`src/rtl/cam_capture_crop.sv`:
```
// rtl/cam_capture_crop.sv - OV7670 RGB565 capture, window crop and frame-buffer write port
module cam_capture_crop #(
  parameter int IMG_W  = 640,
  parameter int IMG_H  = 480,
  parameter int WIN_X0 = 0,
  parameter int WIN_Y0 = 0,
  parameter int WIN_W  = 150,
  parameter int WIN_H  = 150,
  parameter int ADDR_W = 15
) (
  input  logic              clk,
  input  logic              rst_n,
  input  logic              cam_vsync,
  input  logic              cam_href,
  input  logic [7:0]        cam_data,
  input  logic              capture_en,
  output logic              wr_en,
  output logic [ADDR_W-1:0] wr_addr,
  output logic [15:0]       wr_data,
  output logic [7:0]        wr_gray,
  output logic              frame_done,
  output logic [8:0]        line_cnt,
  output logic [7:0]        frame_cnt,
  output logic              err_geom
);

  // x is wider than any legal line so an over-long line is detected before saturation
  localparam int X_W = 11;
  localparam logic [31:0] C_IMG_W  = IMG_W;
  localparam logic [31:0] C_IMG_H  = IMG_H;
  localparam logic [31:0] C_WIN_X0 = WIN_X0;
  localparam logic [31:0] C_WIN_Y0 = WIN_Y0;
  localparam logic [31:0] C_WIN_W  = WIN_W;
  localparam logic [31:0] C_WIN_H  = WIN_H;

  typedef enum logic [1:0] {S_SYNC, S_VBLANK, S_FRAME, S_SKIP} state_t;

  state_t            r_state;
  state_t            w_state_nxt;
  logic [X_W-1:0]    r_x;
  logic [8:0]        r_y;
  logic              r_phase;
  logic [7:0]        r_hi;
  logic              r_href_d;
  logic              r_wr_en;
  logic [ADDR_W-1:0] r_wr_addr;
  logic [15:0]       r_wr_data;
  logic [7:0]        r_wr_gray;
  logic              r_frame_done;
  logic [7:0]        r_frame_cnt;
  logic              r_err;

  logic        w_start;
  logic        w_active;
  logic        w_done;
  logic [31:0] w_x;
  logic [31:0] w_y;
  logic [31:0] w_dx;
  logic [31:0] w_dy;
  logic [31:0] w_addr_full;
  logic        w_in_img;
  logic        w_in_win;
  logic [15:0] w_pixel;
  logic [7:0]  w_r8;
  logic [7:0]  w_g8;
  logic [7:0]  w_b8;
  logic [15:0] w_gray_sum;

  // state register
  always_ff @(posedge clk or negedge rst_n) begin
    if (!rst_n) r_state <= S_SYNC;
    else        r_state <= w_state_nxt;
  end

  // next-state: a frame only starts after a complete blanking interval
  always_comb begin
    w_state_nxt = r_state;
    case (r_state)
      S_SYNC:   if (cam_vsync)  w_state_nxt = S_VBLANK;
      S_VBLANK: if (!cam_vsync) w_state_nxt = capture_en ? S_FRAME : S_SKIP;
      S_FRAME:  if (cam_vsync)  w_state_nxt = S_VBLANK;
      S_SKIP:   if (cam_vsync)  w_state_nxt = S_VBLANK;
      default:                  w_state_nxt = S_SYNC;
    endcase
  end

  // state decode: vsync rising inside a frame overrides any byte on the bus
  always_comb begin
    w_start  = (r_state == S_VBLANK) && !cam_vsync && capture_en;
    w_active = (r_state == S_FRAME) && !cam_vsync;
    w_done   = (r_state == S_FRAME) && cam_vsync;
  end

  // window test, buffer address and luminance of the pixel completing this cycle
  always_comb begin
    w_x         = {{(32-X_W){1'b0}}, r_x};
    w_y         = {23'd0, r_y};
    w_dx        = w_x - C_WIN_X0;
    w_dy        = w_y - C_WIN_Y0;
    w_in_img    = (w_x < C_IMG_W) && (w_y < C_IMG_H);
    // unsigned wrap makes positions left of / above the window fail the bound test
    w_in_win    = (w_dx < C_WIN_W) && (w_dy < C_WIN_H);
    w_addr_full = w_dy * C_WIN_W + w_dx;
    w_pixel     = {r_hi, cam_data};
    w_r8        = {w_pixel[15:11], w_pixel[15:13]};
    w_g8        = {w_pixel[10:5],  w_pixel[10:9]};
    w_b8        = {w_pixel[4:0],   w_pixel[4:2]};
    w_gray_sum  = 16'd77  * {8'd0, w_r8}
                + 16'd150 * {8'd0, w_g8}
                + 16'd29  * {8'd0, w_b8};
  end

  // byte assembly, x/y tracking, geometry errors and registered write port
  always_ff @(posedge clk or negedge rst_n) begin
    if (!rst_n) begin
      r_x          <= '0;
      r_y          <= '0;
      r_phase      <= 1'b0;
      r_hi         <= '0;
      r_href_d     <= 1'b0;
      r_wr_en      <= 1'b0;
      r_wr_addr    <= '0;
      r_wr_data    <= '0;
      r_wr_gray    <= '0;
      r_frame_done <= 1'b0;
      r_frame_cnt  <= '0;
      r_err        <= 1'b0;
    end else begin
      r_wr_en      <= 1'b0;
      r_frame_done <= w_done;
      r_href_d     <= cam_href;
      if (w_done) begin
        r_frame_cnt <= r_frame_cnt + 8'd1;
        r_phase     <= 1'b0;
      end
      if (w_start) begin
        r_x      <= '0;
        r_y      <= '0;
        r_phase  <= 1'b0;
        r_href_d <= 1'b0;
      end else if (w_active && cam_href) begin
        if (!r_phase) begin
          r_hi    <= cam_data;
          r_phase <= 1'b1;
        end else begin
          r_phase <= 1'b0;
          r_x     <= (&r_x) ? r_x : r_x + 1'b1;
          if (!w_in_img) begin
            r_err <= 1'b1;
          end else if (w_in_win) begin
            r_wr_en   <= 1'b1;
            r_wr_addr <= ADDR_W'(w_addr_full);
            r_wr_data <= w_pixel;
            r_wr_gray <= 8'(w_gray_sum >> 8);
          end
        end
      end else if (w_active && r_href_d) begin
        r_x     <= '0;
        r_phase <= 1'b0;
        if (r_x != '0) r_y <= (&r_y) ? r_y : r_y + 1'b1;
        if (r_phase)   r_err <= 1'b1;
      end
    end
  end

  assign wr_en      = r_wr_en;
  assign wr_addr    = r_wr_addr;
  assign wr_data    = r_wr_data;
  assign wr_gray    = r_wr_gray;
  assign frame_done = r_frame_done;
  assign line_cnt   = r_y;
  assign frame_cnt  = r_frame_cnt;
  assign err_geom   = r_err;

endmodule
```
`config.mk`:
```
export PLATFORM = sky130hd
export DESIGN_NAME = cam_capture_crop
export DESIGN_NICKNAME = d
export VERILOG_FILES = /design/src/rtl/cam_capture_crop.sv
export SDC_FILE = /design/constraint.sdc
export NUM_CORES = 1
export LEC_CHECK = 0
export BUFFER_PORTS_ARGS = -buffer_cell sky130_fd_sc_hd__buf_2
export CAP_MARGIN = 10
export CORE_MARGIN = 3
export CORE_UTILIZATION = 56
export CTS_CLUSTER_DIAMETER = 80
export DETAILED_ROUTE_END_ITERATION = 12
export PLACE_DENSITY_LB_ADDON = 0.15
export SLEW_MARGIN = 20
export SYNTH_ARGS = -nofsm -noshare
export SYNTH_HDL_FRONTEND = slang
export SYNTH_SLANG_ARGS = --single-unit
export TNS_END_PERCENT = 10
```
`constraint.sdc`:
```
create_clock -name clk -period 5.6 [get_ports clk]
set_input_delay 1.12 -clock clk [delete_from_list [all_inputs] [get_ports clk]]
set_output_delay 1.12 -clock clk [all_outputs]
set_load 0.03 [all_outputs]
```
==> out/metrics.csv, run 1 <==
stage,metric,value,unit
outcome,status,finished with violations,
outcome,violations,negative setup slack,
grt,gr-total-overflow,0,
die,die_h,126,um
grt,grt_pass1_vias,6494,
job,drv_cap,0,
die,boundaryPins,72,
route,drt_first_iter_violations,179,
logic_synthesis,synth-edff-count,0,
grt,grt_usage,0.241,
sta,finalHoldViolations,0,
grt,grt_pass1_wl,31.0,mm
logic_synthesis,netlist_instances,789,
die,start_util,0.576,
placed_design,portBuffers,71,
clocking,cts_tree,yes,
clocking,cts.sinks,82,
final_layout,drive_above_1_share,0.252,
logic_synthesis,syn_area_per_cell,10.2,um2
sta,setup_viol,8,
die,core,13900,um2
route,wl_per_cell,16.4,um
grt,met3_usage,0.0331,
sta,timing.slew.headroom,0.269,
clocking,numCtsBuffers,9,
final_layout,most-common-layout-cells,"inv_1 (129), ha_1 (122), dfrtp_1 (82)",
final_layout,n_antenna_cell,0,
logic_synthesis,synth_nets,1000,
sta,worst_slew_pin_slew,1.10,ns
setup_path,ff2ff_path_depth,23,
clocking,hold_buffers,0,
clocking,path_clk_slew,0.07,ns
route,vias,6013,
sta,grt_setup_unrepaired,yes,
route,vias_per_cell,5.49,
sta,finalCriticalPeriod,6.18,ns
final_layout,final_common_cell,inv_1,
setup_path,crit_fanout,4,
sta,fin_ws,-0.577,ns
route,drtPass1Iterations,4,
final_layout,nets,1123,
logic_synthesis,synth_warnings,0,
sta,skew,0.0116,ns
final_layout,fillCellCount,1073,
setup_path,endpoint_kind,register,
setup_path,start_kind,input pin,
die,die_area,15800,um2
clocking,clkLatencyLatePin,0.35,ns
grt,top_usage_layer,met2,
final_layout,area.growth.synth_to_final,18.8,%
placed_design,place.gp.congestion,0.854,
grt,grt_util_met2,0.438,
die,rows,43,
sta,fin_crit_sh,1.10,
logic_synthesis,netlist_area,8020,um2
hold_path,min_path_cells,2,
logic_synthesis,synth-async-reset-ratio,1.00,
grt,met1_usage,0.288,
clocking,cts_root_buffer,clkbuf_16,
setup_path,critPathArrivalTime,6.41,ns
hold_path,hp-class,reg -> reg,
clocking,h-tree-depth,3,
placed_design,dp_hpwl,14.3,mm
logic_synthesis,ys.flop_type,dfrtp_1,
die,die_width,126,um
logic_synthesis,synth.distinct_cells,62,
sta,fin_hold_ws,0.469,ns
logic_synthesis,ys_seq_area_frac,0.256,
clocking,ctsLongestPathBuffers,2,
route,antenna_left,0,
grt,antenna_found_initial,0,
setup_path,worst-endpoint-required,5.83,ns
setup_path,setup.worst_path.class,in -> reg,
sta,max_clock_freq,0.162,GHz
grt,grt_start_max_net_pins,83,
route,drc,0,
route,drt_wl_total,18.0,mm
logic_synthesis,ys_ff_latch,82,
sta,final_max_slew_viol_count,0,
-- worst paths after layout --
check | startpoint | end | slack, ns
hold / removal | err_geom | err_geom | 0.47
setup reg to reg | r_hi[0] | wr_gray[5] | -0.20
setup / recovery | cam_data[5] | wr_gray[5] | -0.58
min in group asynchronous | rst_n | r_hi[1] | 0.79
max in group asynchronous | rst_n | wr_addr[14] | 4.26
hold reg to reg | err_geom | err_geom | 0.47
-- metal layers --
metal  part of all wire  vias to the layer above
li1                   -                     2897
met1               0.40                     2978
met2               0.54                      106
met3              0.032                       32
met4              0.029                        0
met5                  0                        -
-- area by class of cell --
| class | instances | area, um2 | area share |
|---|---|---|---|
| clock inverter | 6 | 70.1 | 0.00735 |
| inverter | 136 | 510 | 0.0536 |
| timing repair buffer | 123 | 764 | 0.0802 |
| tap | 180 | 225 | 0.0236 |
| sequential | 82 | 2050 | 0.215 |
| clock buffer | 9 | 225 | 0.0236 |
| multi-input combinational | 560 | 5680 | 0.596 |
-- cells in the mapped netlist (13+ instances only) --
| master | number | area, um2 |
|---|---|---|
| inv_1 | 136 | 510 |
| ha_1 | 134 | 1680 |
| dfrtp_1 | 82 | 2050 |
| fa_1 | 64 | 1280 |
| nor2_1 | 51 | 191 |
| mux2_2 | 35 | 394 |
| xnor2_1 | 35 | 307 |
| nand2_1 | 34 | 128 |
| a21oi_1 | 33 | 165 |
| xor2_1 | 20 | 175 |
| o21ai_0 | 19 | 95.1 |
| nor2b_1 | 13 | 81.3 |
-- stage by stage --
stage               setup TNS [ns]   util  setup slack, ns  instance area, um2  cells
floorplan                    -3.89      -           -0.672                8180    789
global placement             -6.71  0.651           -0.980                9070   1079
detailed placement           -7.66  0.651            -1.07                9070   1079
CTS                          -3.66  0.677           -0.639                9440   1096
global route                 -4.29  0.684           -0.705                9530   1096
finish                       -3.32  0.684           -0.577                9530   1096
-- what timing repair did --
action | CTS | global route
hold endpoints to repair | 0 | 0
setup buffers | 2 | 0
endpoints found under the setup margin | 8 | 8
pin swaps | 9 | 11
resized for setup | 13 | 20
-- kinds of logic after synthesis --
| family | after synthesis | share of synthesized area |
|---|---|---|
| adders and majority gates | 198 | 0.369 |
| DFF | 82 | 0.256 |
| buffers and inverters | 147 | 0.0721 |
| xor gates and xnor gates | 55 | 0.0601 |
| AOI/OAI and AO/OA | 107 | 0.0880 |
| muxes | 39 | 0.0541 |
| and+or+nand+nor | 161 | 0.101 |
-- state kept, by name, indices dropped and copies added, names as in the netlist --
signal      flops
wr_gray         8
r_phase         1
r_x            11
err_geom        1
frame_done      1
wr_en           1
frame_cnt       8
r_state         2
wr_data        16
r_href_d        1
r_hi            8
line_cnt        9
wr_addr        15
-- critical path, stage by stage --
cell	delay, ns
buf_2	0.13
ha_1	0.30
ha_1	0.29
fa_1	0.52
ha_4	0.22
nor2b_1	0.14
o21a_1	0.20
nor2_2	0.13
xnor2_2	0.14
fa_1	0.45
fa_1	0.51
inv_2	0.04
fa_2	0.44
fa_1	0.50
inv_2	0.04
ha_4	0.27
nand3_4	0.06
o21ai_4	0.20
a41oi_4	0.16
nor2b_4	0.16
xnor2_1	0.11
mux2_4	0.25
Power of run 1 is not shown: default switching activity piles up to over one toggle a cycle in this logic, so the estimate is an artifact.
==> run 2, diff against run 1 <==
--- a/config.mk
+++ b/config.mk
@@ -12,6 +12,8 @@
 export CTS_CLUSTER_DIAMETER = 80
 export DETAILED_ROUTE_END_ITERATION = 12
 export PLACE_DENSITY_LB_ADDON = 0.15
+export SKIP_CTS_REPAIR_TIMING = 1
+export SKIP_LAST_GASP = 1
 export SLEW_MARGIN = 20
 export SYNTH_ARGS = -nofsm -noshare
 export SYNTH_HDL_FRONTEND = slang
==> run 2 against run 1 <==
Via count increased by 0.17%. Global-route usage decreased by 0.27 points. Clock skew increased by 0.00085 ns. Highest routed layer unchanged. Worst setup slack got worse by 0.062 ns. The flow still finishes with violations (negative setup slack). Largest cell class unchanged. Register-to-register slack got worse by 0.04 ns. Utilization decreased by 0.43 points. Sequential share of layout area increased by 0.14 points. Final area decreased by 0.63%.
==> out/metrics.csv, run 2 (synthesized netlist as in run 1, its figures left out) <==
stage,metric,value,unit
outcome,status,finished with violations,
outcome,violations,negative setup slack,
sta,timing.slew.headroom,0.278,
setup_path,start_kind,input pin,
route,drc,0,
sta,finalCriticalPeriod,6.24,ns
setup_path,critPathArrivalTime,6.47,ns
final_layout,area.growth.synth_to_final,18.0,%
setup_path,cp_cell_sequence,buf_2 > ha_1 > ha_1 > fa_1 > ha_4 > buf_4 > xor2_2 > fa_1 > inv_1 > ha_1 > fa_1 > fa_1 > ha_1 > a2111oi_4 > o21a_1 > o21ai_4 > a41oi_4 > nor2b_4 > xnor2_1 > mux2_4,
final_layout,final_area,9470,um2
sta,setup_viol,8,
hold_path,hp-class,reg -> reg,
final_layout,fin_util,0.679,
placed_design,portBuffers,71,
sta,max_clock_freq,0.160,GHz
final_layout,n_antenna_cell,0,
sta,fin_hold_ws,0.468,ns
grt,grt_pass1_vias,6421,
clocking,path_clk_slew,0.07,ns
route,drt_wl_total,17.8,mm
clocking,h-tree-depth,3,
placed_design,place_area,9070,um2
route,drt_first_iter_violations,209,
setup_path,crit_path_max_incr_delay,0.52,ns
die,core,13900,um2
setup_path,worst-endpoint-required,5.83,ns
sta,skew,0.0124,ns
final_layout,largest_reg_flops,16,
grt,antenna_found_initial,0,
clocking,clkLatencyLatePin,0.35,ns
route,drtPass1Iterations,4,
sta,worst_slew_pin_slew,1.08,ns
grt,gr-total-overflow,0,
clocking,cts.sinks,82,
die,die_area,15800,um2
sta,final_max_slew_viol_count,0,
sta,fin_ws,-0.639,ns
clocking,cts_root_buffer,clkbuf_16,
final_layout,nets,1121,
setup_path,setup.worst_path.class,in -> reg,
die,die_width,126,um
sta,grt_setup_unrepaired,yes,
grt,grt_start_max_net_pins,83,
placed_design,place.gp.congestion,0.854,
job,drv_cap,0,
route,vias,6023,
final_layout,drive_above_1_share,0.244,
setup_path,critPathSlowestCell,fa_1,
route,wl_per_cell,16.3,um
clocking,cts_tree,yes,
placed_design,dp_hpwl,14.3,mm
clocking,numCtsBuffers,9,
final_layout,final_common_cell,inv_1,
clocking,ctsLongestPathBuffers,2,
sta,fin_crit_sh,1.11,
setup_path,endpoint_kind,register,
grt,top_usage_layer,met2,
die,rows,43,
grt,grt_pass1_wl,30.6,mm
grt,met1_usage,0.288,
grt,grt_util_met2,0.430,
sta,finalHoldViolations,0,
grt,grt_usage,0.238,
die,die_h,126,um
route,vias_per_cell,5.51,
die,boundaryPins,72,
grt,met3_usage,0.0327,
placed_design,place_ws,-1.07,ns
final_layout,most-common-layout-cells,"inv_1 (131), ha_1 (123), dfrtp_1 (82)",
die,start_util,0.576,
setup_path,crit_fanout,4,
route,antenna_left,0,
run 2: cell count changes in the layout (fill, tap and decap cells not counted), moves of 2 or more:
cell / before / now
buf_2: 68 / 70
inv_1: 129 / 131
buf_4: 52 / 50
buf_6: 3 / 1
inv_2: 7 / 5
run 2: final timing paths:
| path | startpoint | endpoint | slack (ns) | depth (start not counted) |
|---|---|---|---|---|
| setup reg to reg | r_hi[0] | wr_gray[5] | -0.24 | 23 |
| hold reg to reg | err_geom | err_geom | 0.47 | 2 |
| hold / removal | err_geom | err_geom | 0.47 | 2 |
| min in group asynchronous | rst_n | r_hi[1] | 0.79 | 1 |
| setup / recovery | cam_data[5] | wr_gray[5] | -0.64 | 20 |
| max in group asynchronous | rst_n | wr_gray[2] | 4.25 | 1 |
run 2: routing by layer:
| metal | wire (um) | up-vias |
|---|---|---|
| li1 | - | 2889 |
| met1 | 7140 | 2991 |
| met2 | 9530 | 103 |
| met3 | 539 | 40 |
| met4 | 638 | 0 |
| met5 | 0 | - |
run 2: area by class of cell:
class | instances | area [um2]
tap | 180 | 225
fill | 1087 | 4470
inverter | 136 | 510
timing repair buffer | 121 | 737
multi-input combinational | 560 | 5650
sequential | 82 | 2050
clock inverter | 6 | 70.1
clock buffer | 9 | 225
run 2: worst max-delay path, delay by kind of cell:
family / cells / cell delay (ns)
compound gates: 4 / 0.97
simple gates: 1 / 0.19
xor+xnor: 2 / 0.24
buf+inv: 3 / 0.32
fa+ha+maj: 9 / 3.35
mux: 1 / 0.25
run 2: per-stage QoR:
| step | TNS (ns) | instances |
|---|---|---|
| 5_1_grt | -5.22 | 1094 |
| 4_1_cts | -4.78 | 1094 |
| 3_5_place_dp | -7.66 | 1079 |
| 3_3_place_gp | -6.71 | 1079 |
| 2_1_floorplan | -3.89 | 789 |
| 6_report | -3.89 | 1094 |
Power of run 2 is left out for the same reason.
==> run 3, diff against run 2 <==
--- a/config.mk
+++ b/config.mk
@@ -12,6 +12,7 @@
 export CTS_CLUSTER_DIAMETER = 80
 export DETAILED_ROUTE_END_ITERATION = 12
 export PLACE_DENSITY_LB_ADDON = 0.15
+export REMOVE_ABC_BUFFERS = 1
 export SKIP_CTS_REPAIR_TIMING = 1
 export SKIP_LAST_GASP = 1
 export SLEW_MARGIN = 20
==> run 3 against run 2 <==
The flow still finishes with violations (negative setup slack). Flip-flop and latch count stayed put. Die area stayed put. Wire length is 4.8% higher. Final area is 1.9% higher. Cell count is 0.73% higher. Fmax is 1.1% lower. Global-route usage is 0.47 points lower. Clock-buffer cell count is 3 higher. Non-clock buffer count is 8 higher. Via count is 0.40% higher. Utilization is 1.3 points higher. First-iteration DRC count is 56% higher.
==> out/metrics.csv, run 3 (synthesized netlist as in run 1, its figures left out) <==
stage,metric,value,unit
setup_path,crit_path_max_incr_delay,0.55,ns
setup_path,critPathSlowestCell,fa_1,
clocking,cts_tree,yes,
final_layout,area.growth.synth_to_final,20.3,%
grt,grt_pass1_vias,6168,
die,die_h,126,um
grt,antenna_found_initial,0,
die,rows,43,
final_layout,final_common_cell,inv_1,
outcome,status,finished with violations,
job,drv_cap,0,
sta,fin_hold_ws,0.472,ns
sta,timing.slew.headroom,0.488,
grt,gr-total-overflow,0,
sta,finalCriticalPeriod,6.31,ns
sta,grt_setup_unrepaired,yes,
sta,setup_viol,8,
final_layout,most-common-layout-cells,"inv_1 (128), ha_1 (114), dfrtp_1 (82)",
setup_path,endpoint_kind,register,
placed_design,place.gp.congestion,0.899,
final_layout,nets,1129,
clocking,clkLatencyLatePin,0.35,ns
clocking,numCtsBuffers,9,
final_layout,layout.cells.non_filler,1102,
sta,fin_ws,-0.706,ns
grt,grt_usage,0.234,
setup_path,worst-endpoint-required,5.83,ns
placed_design,place_ws,-1.57,ns
route,drt_wl_total,18.7,mm
outcome,violations,negative setup slack,
final_layout,fillCellCount,1014,
sta,max_clock_freq,0.159,GHz
sta,final_max_slew_viol_count,0,
die,start_util,0.576,
hold_path,hp-class,reg -> reg,
final_layout,largest_reg_flops,16,
final_layout,n_antenna_cell,0,
final_layout,drive_above_1_share,0.262,
setup_path,crit_fanout,4,
setup_path,start_kind,input pin,
clocking,path_clk_slew,0.06,ns
setup_path,setup.worst_path.class,in -> reg,
sta,skew,0.00771,ns
sta,fin_crit_sh,1.13,
sta,worst_slew_pin_slew,0.765,ns
sta,finalHoldViolations,0,
route,vias,6047,
placed_design,dp_hpwl,13.9,mm
placed_design,portBuffers,71,
route,antenna_left,0,
placed_design,place_inst,1080,
die,boundaryPins,72,
setup_path,critPathArrivalTime,6.54,ns
grt,grt_start_max_net_pins,50,
setup_path,cp_cell_sequence,buf_6 > buf_6 > ha_4 > ha_4 > fa_1 > ha_4 > nor2b_4 > o21a_1 > nor2_2 > xnor2_2 > fa_1 > fa_1 > inv_2 > fa_2 > fa_1 > inv_2 > ha_4 > nand3_4 > o21ai_4 > a41oi_4 > nor2b_4 > xnor2_2 > mux2_4,
clocking,cts_root_buffer,clkbuf_16,
die,die_area,15800,um2
route,drc,0,
die,core,13900,um2
die,die_width,126,um
clocking,cts.sinks,82,
route,vias_per_cell,5.49,
route,drtPass1Iterations,4,
clocking,ctsLongestPathBuffers,2,
grt,grt_pass1_wl,29.9,mm
route,drt_first_iter_violations,325,
clocking,h-tree-depth,3,
route,wl_per_cell,17.0,um
## run 3: worst max-delay path, delay by kind of cell
family / cells / cell delay, ns
adders and majority gates: 9 / 3.44
AOI/OAI and AO/OA: 3 / 0.60
and+or+nand+nor: 4 / 0.54
buffers and inverters: 4 / 0.34
muxes: 1 / 0.25
xor gates and xnor gates: 2 / 0.23
## run 3: layout make-up
cell class / count / area, um2 / share of cell area
clock buffers: 12 / 246 / 0.0255
clock inverters: 3 / 23.8 / 0.00246
inverters: 136 / 510 / 0.0529
multi-input cells: 560 / 5770 / 0.598
flip-flops and latches: 82 / 2050 / 0.213
well taps: 180 / 225 / 0.0233
repair buffers: 129 / 817 / 0.0847
## run 3: final timing paths
kind	start	end	slack, ns	cells after the start
max	cam_data[7]	wr_gray[5]	-0.71	23
min	frame_cnt[7]	frame_cnt[7]	0.47	1
max reg2reg	r_hi[0]	wr_gray[5]	-0.33	21
min reg2reg	frame_cnt[7]	frame_cnt[7]	0.47	1
max in group asynchronous	rst_n	r_hi[4]	3.87	2
min in group asynchronous	rst_n	wr_gray[0]	0.72	1
## run 3: per-stage QoR
step            util  instance area [um2]  setup TNS [ns]
4_1_cts        0.660                 9190           -8.20
3_5_place_dp   0.640                 8920          -10.98
6_report       0.692                 9650           -4.44
3_3_place_gp   0.640                 8920           -9.52
2_1_floorplan      -                 7950           -6.88
5_1_grt        0.692                 9650           -6.07
## run 3: routing by layer
metal  track usage  vias up  wire, um
li1              -     2902         -
met4        0.0721        0       398
met2         0.370      126      8930
met5             0        -         0
met1         0.338     2992      8590
met3        0.0305       27       787
Power of run 3 is left out for the same reason.
